**src/rtl/pipe_stage_elastic.sv**
```systemverilog
// Elastic valid/ready pipeline stage with synchronous flush, occupancy
// reporting and a saturating stall-cycle counter.
// Build option: define PIPE_STAGE_SKID_EN to add the skid register.
// With the skid register, in_ready comes only from registered state.
// Without it, the stage holds one entry and in_ready is combinational.
module pipe_stage_elastic #(
  parameter int unsigned WIDTH = 32,
  parameter int unsigned CNT_W = 16
) (
  input  logic             clk,
  input  logic             rst_n,
  input  logic             flush,
  input  logic             in_valid,
  input  logic [WIDTH-1:0] in_data,
  output logic             in_ready,
  output logic             out_valid,
  output logic [WIDTH-1:0] out_data,
  input  logic             out_ready,
  output logic [1:0]       occupancy,
  output logic [CNT_W-1:0] stall_cnt
);

  // The state value is the number of held entries.
  typedef enum logic [1:0] {
    EMPTY = 2'd0,
    ONE   = 2'd1,
    FULL  = 2'd2
  } state_e;

  state_e             state_q, state_d;
  logic [WIDTH-1:0]   main_q, main_d;
  logic [CNT_W-1:0]   stall_q, stall_d;
`ifdef PIPE_STAGE_SKID_EN
  logic [WIDTH-1:0]   skid_q, skid_d;
`endif

  assign out_valid = (state_q != EMPTY);
  assign occupancy = state_q;
  assign out_data  = main_q;
  assign stall_cnt = stall_q;

`ifdef PIPE_STAGE_SKID_EN
  assign in_ready = (state_q != FULL);
`else
  assign in_ready = out_ready | ~out_valid;
`endif

  // Next-state, payload and stall-counter computation.
  always_comb begin
    state_d = state_q;
    main_d  = main_q;
    stall_d = stall_q;
`ifdef PIPE_STAGE_SKID_EN
    skid_d  = skid_q;
`endif

    // Stall cycles are counted even while flushing.
    if (out_valid && !out_ready && (stall_q != '1)) begin
      stall_d = stall_q + CNT_W'(1);
    end

    if (flush) begin
      // Any upstream payload offered this cycle is dropped.
      state_d = EMPTY;
      main_d  = '0;
`ifdef PIPE_STAGE_SKID_EN
      skid_d  = '0;
`endif
    end else begin
      unique case (state_q)
        EMPTY: begin
          if (in_valid) begin
            main_d  = in_data;
            state_d = ONE;
          end
        end
        ONE: begin
          if (out_ready) begin
            if (in_valid) begin
              main_d = in_data;
            end else begin
              state_d = EMPTY;
            end
          end else if (in_valid) begin
`ifdef PIPE_STAGE_SKID_EN
            skid_d  = in_data;
            state_d = FULL;
`endif
          end
        end
        FULL: begin
`ifdef PIPE_STAGE_SKID_EN
          if (out_ready) begin
            main_d  = skid_q;
            state_d = ONE;
          end
`else
          state_d = EMPTY;
`endif
        end
        default: state_d = EMPTY;
      endcase
    end
  end

  // State, payload and counter registers with asynchronous clear.
  always_ff @(posedge clk or negedge rst_n) begin
    if (!rst_n) begin
      state_q <= EMPTY;
      main_q  <= '0;
      stall_q <= '0;
`ifdef PIPE_STAGE_SKID_EN
      skid_q  <= '0;
`endif
    end else begin
      state_q <= state_d;
      main_q  <= main_d;
      stall_q <= stall_d;
`ifdef PIPE_STAGE_SKID_EN
      skid_q  <= skid_d;
`endif
    end
  end

endmodule

```
**config.mk**
```make
export PLATFORM = sky130hd
export DESIGN_NAME = pipe_stage_elastic
export DESIGN_NICKNAME = d
export VERILOG_FILES = /design/src/rtl/pipe_stage_elastic.sv
export SDC_FILE = /design/constraint.sdc
export NUM_CORES = 1
export LEC_CHECK = 0
export ABC_AREA = 1
export CAP_MARGIN = 0
export CELL_PAD_IN_SITES_DETAIL_PLACEMENT = 0
export CELL_PAD_IN_SITES_GLOBAL_PLACEMENT = 2
export CORE_MARGIN = 4
export CORE_UTILIZATION = 24
export DETAILED_ROUTE_END_ITERATION = 12
export PLACE_DENSITY = 0.81
export SYNTH_ARGS = -nofsm -noshare
export SYNTH_HDL_FRONTEND = slang
export SYNTH_SLANG_ARGS = --single-unit
```
**constraint.sdc**
```tcl
create_clock -name clk -period 1.7 [get_ports clk]
set_clock_uncertainty 0.05 [all_clocks]
set_input_delay 0.34 -clock clk [delete_from_list [all_inputs] [get_ports clk]]
set_output_delay 0.34 -clock clk [all_outputs]
set_load 0.03 [all_outputs]
```
; ---- Word-level counts from Yosys, hierarchy flattened
; Index checks and enable logic that the tools add are counted.
[classes]
mul = 0
n_bitwise = 2
eq_ne = 5
add_sub_neg = 1
div_mod_pow = 0
shift = 0
reduce_logical = 8
order_cmp = 0
muxes = 9
[op_table]
columns = op, n
row1 = $mux 32, 3
row2 = $pmux 32 s2, 1
row3 = $add 16x1->16 const B, 1
row4 = $ne 16x16->1 const B, 1
row5 = $ne 3x3->1 const B, 3
row6 = $mux 2, 4
row7 = $pmux 2 s2, 1
row8 = $reduce_and 3->1, 1
row9 = $reduce_bool 3->1, 1
row10 = $eq 2x1->1 const B, 1
row11 = $logic_and 1x1->1, 2
row12 = $logic_not 2->1, 1
row13 = $reduce_and 2->1, 1
row14 = $reduce_bool 2->1, 1
row15 = $logic_not 1->1, 1
row16 = $not 1->1, 1
row17 = $or 1x1->1, 1
[word_totals]
word_cells = 28
input_bits = 37
mem_count = 0
ramBits = 0
latch_bits = 0
ff_bits = 50
output_inout_bits = 52
romBits = 0

; ---- Longest topological paths before layout
[logic_depth]
depth_word = 4
depth_mapped = 10
mapped_depth_nobuf = 9

; ---- Worst setup path after synthesis
; OpenSTA, ideal clock, no wires.
[synth_path]
path_type = register to register
start = reg stall_q[0], in the netlist stall_cnt[0]
end = reg stall_q[3], in the netlist stall_cnt[3]
setup_ns = 0.123
t_arrival_ns = 1.485
path_buffers = 1
path_stages_with_launch = 10
path_slack_ns = 0.042
cell_sequence = dfrtp_1 ha_1 inv_1 nor2_4 nand2_2 clkinv_2 nand2_4 buf_6 nand3b_1 nand2_1
[synth_between]
elab_chain_cells = 2
word_cells_on_any_way = 3
classes_between = add/sub: 1 / eq/ne: 1 / reduce/logical: 1
[synth_rtl]
columns = item, line
row1 = "start, declared", 32  ; logic [CNT_W-1:0] stall_q, stall_d;
row2 = "start signal, assigned", 118  ; stall_q <= stall_d;
row3 = "parallel branches: the longest is 2 deep, another holds $add 16x1->16", -
; Parallel ways; which one is timed is not known.
; A chain may end at the register's enable or synchronous reset.

; ---- Final worst setup path
[layout_path]
start = in out_ready
end = out in_ready
[layout_between]
elab_chain_cells = 1
[layout_rtl]
columns = item, line
row1 = "start, declared", 18  ; input logic out_ready,
row2 = $or 1x1->1, 45  ; assign in_ready = out_ready | ~out_valid;
row3 = "end, declared", 15  ; output logic in_ready,
; Every way passes these cells.

==> summary.md <==
| Metric | Value |
|---|---|
| Die height | `108 um` |
| Unique masters post-synth | `26` |
| Crit path DAT | `1.24 ns` |
| Initial antenna violation count | `0` |
| Syn nets | `331` |
| Row cnt | `36` |
| Highest clock rate | `613 MHz` |
| TritonRoute pass-1 iters | `4` |
| Die Wd | `108 um` |
| I/O Buffers | `87` |
| WS Path Type | `in -> out` |
| Clk sinks | `49` |
| Outcome | `finished, final reports clean` |
| Number of flops mapped to enable cells by yosys | `0` |
| Layout Utilization | `36.2%` |
| Cts bufs inserted | `5` |
| Reg clk slew, reported paths | `0.10 ns` |
| Worst slack at placement | `-0.0694 ns` |
| GR Util All Layers | `11.8%` |
| Hold path endpoint | `out_data[1]` |
| Area growth from synthesis to layout | `47.5%` |
| MaxCap Viol Count | `0` |
| Hold Crit Depth | `2` |
| Final min period | `1.63 ns` |
| FF-to-FF path depth | `9` |
| Vias in the first global route | `2126` |
| Post-Syn Area | `2390 um2` |
| Critical path fanouts, max | `5` |
| DRC viols | `0` |
| Ys Warns | `0` |
| Top layer in use | `met4` |
| Diode count | `0` |
| Post-route worst setup slack | `0.0694 ns` |
| Post-synth top flop | `dfrtp_1` |
| Vias/cell | `4.12` |
| HP Class | `reg -> reg` |
| Pwr dens | `812 nW/um2` |
| FF/Latch Area | `1230 um2` |
| Routability cong. | `0.771` |
| Post-DP HPWL | `4930 um` |
| Final Max Slew Viols | `0` |
| Final Power | `2.86 mW` |
| Share of cells above drive strength 1 | `11.0%` |
| Max VDD drop | `0.396 mV` |
| Wl on met1 | `3150 um` |
| Highest-count cells in the layout ignoring fill and taps | `57 x nand2_1, 49 x dlygate4sd2_1, 48 x inv_1, 48 x dfrtp_1, 39 x nand3_1` |
| H-tree levels | `2` |
| Seq/Total Area, Yosys | `51.3%` |
| Full die area | `11600 um2` |
| Via count | `2165` |
| Met3 wire length | `268 um` |
| Initial Utilization | `24.6%` |
| Final setup viols | `0` |
| Mapped Cells | `293` |
| Global-route wire length before repair | `11000 um` |
| ANT nets after route | `0` |
| CP Capture Type | `primary output` |
| Nets | `429` |
| RSZ-0062 raised after global routing | `no` |
| Initial drt markers | `115` |
| Flops & latches, synth | `49` |
| WP data required | `1.31 ns` |
| P_leak | `1.71 nW` |
| # IOs | `89` |
| Worst R2R Setup Slack | `0.15 ns` |
| Worst Setup Start Kind | `primary input` |
| CTS tree | `done` |
| Clk Latency, worst-skew pair | `0.31 ns` |
| CTS max path bufs | `2` |
| R2r startpoint | `stall_cnt[0]` |
| Area of the multi-input gates | `903 um2` |
| Drt wl/cell | `12.8 um` |
| Syn Area/Cell | `8.16 um2` |
| Finished layout cell area | `3530 um2` |
| Final WL | `6730 um` |
| Asr flop ratio synth | `100%` |
| Most common cell after layout, fill and taps aside | `nand2_1` |
| Grt ovf | `0` |
| Fin crit share | `95.9%` |
| DR WL met2 | `3230 um` |
| Fillcell total | `1084` |
| HP Start | `out_data[1]` |
| Largest net degree at the start of global routing | `65` |
| Root Buffer | `clkbuf_8` |
| Core region area | `9730 um2` |
| Placed cell area | `3460 um2` |
| Reg2reg end | `stall_cnt[2]` |
| Final hold vios | `0` |
## cell usage after synthesis (2+ instances only)
cell type,n,area (um2)
dfrtp_1,49,1230
o21ai_1,2,10.0
nand3b_1,4,30.0
nand4_1,8,50.1
nor2_4,3,33.8
buf_4,5,37.5
nand2_2,6,37.5
buf_2,3,15.0
nand2_1,57,214
inv_1,48,180
inv_2,2,7.51
nand3_1,39,195
o21ai_0,35,175
xnor2_1,2,17.5
nor2_1,17,63.8
clkbuf_1,3,11.3
## logic make-up after synthesis
family / after synthesis / synth area share, %
AOI/OAI and AO/OA: 39 / 8.64
xor gates and xnor gates: 2 / 0.733
DFF: 49 / 51.3
other: 1 / 0.157
buffers and inverters: 64 / 11.4
and+or+nand+nor: 137 / 27.3
adders and majority gates: 1 / 0.523
## flip-flops by register name, summed over array words and instances (netlist names)
signal and cells:
out_data 32, occupancy 1, stall_cnt 16
## power by group
| group | internal, mW | switching, mW |
|---|---|---|
| combinational | 0.293 | 0.452 |
| clock | 0.300 | 0.447 |
| sequential | 1.27 | 0.101 |
| total | 1.86 | 1.00 |
## layer usage
layer	track usage [%]	vias up
met3	2.52	5
met5	0	-
met4	2.98	0
met2	18.6	44
li1	-	1114
met1	16.6	1002
## what timing repair did
item                       4_1_cts  5_1_grt
hold buffers                     1        0
setup endpoints to repair       50       10
hold endpoints to repair        46        0
resized for setup               50        4
setup buffers                    0        1
## through the flow
step	instances	setup TNS, ns	hold slack, ns
final	525	0	0.478
after global routing	525	0	0.498
after global placement	515	-0.0736	0.309
after CTS	524	0	0.484
after floorplan	293	0	-0.00559
after detailed placement	515	-0.543	0.313
## worst max-delay path by stage
stage	from	endpoint	slack, ns
6_report	out_ready	in_ready	0.07
3_5_place_dp	out_ready	stall_cnt[13]	-0.07
3_3_place_gp	out_ready	stall_cnt[13]	-0.07
2_1_floorplan	stall_cnt[0]	stall_cnt[3]	0.04
5_1_grt	stall_cnt[1]	stall_cnt[14]	0.002
4_1_cts	stall_cnt[0]	stall_cnt[14]	0.04
## area by class of cell
cell class,instances,area share [%]
flip-flops and latches,49,34.8
repair buffers,103,26.6
multi-input cells,180,25.6
inverters,52,5.57
well taps,133,4.72
clock buffers,5,1.95
clock inverters,3,0.745
## worst max-delay path, stage by stage
cell,delay [ns]
clkdlybuf4s50_1,0.46
inv_1,0.05
nand2_2,0.07
buf_4,0.15
buf_4,0.16
(Power assumes the default switching activity.)
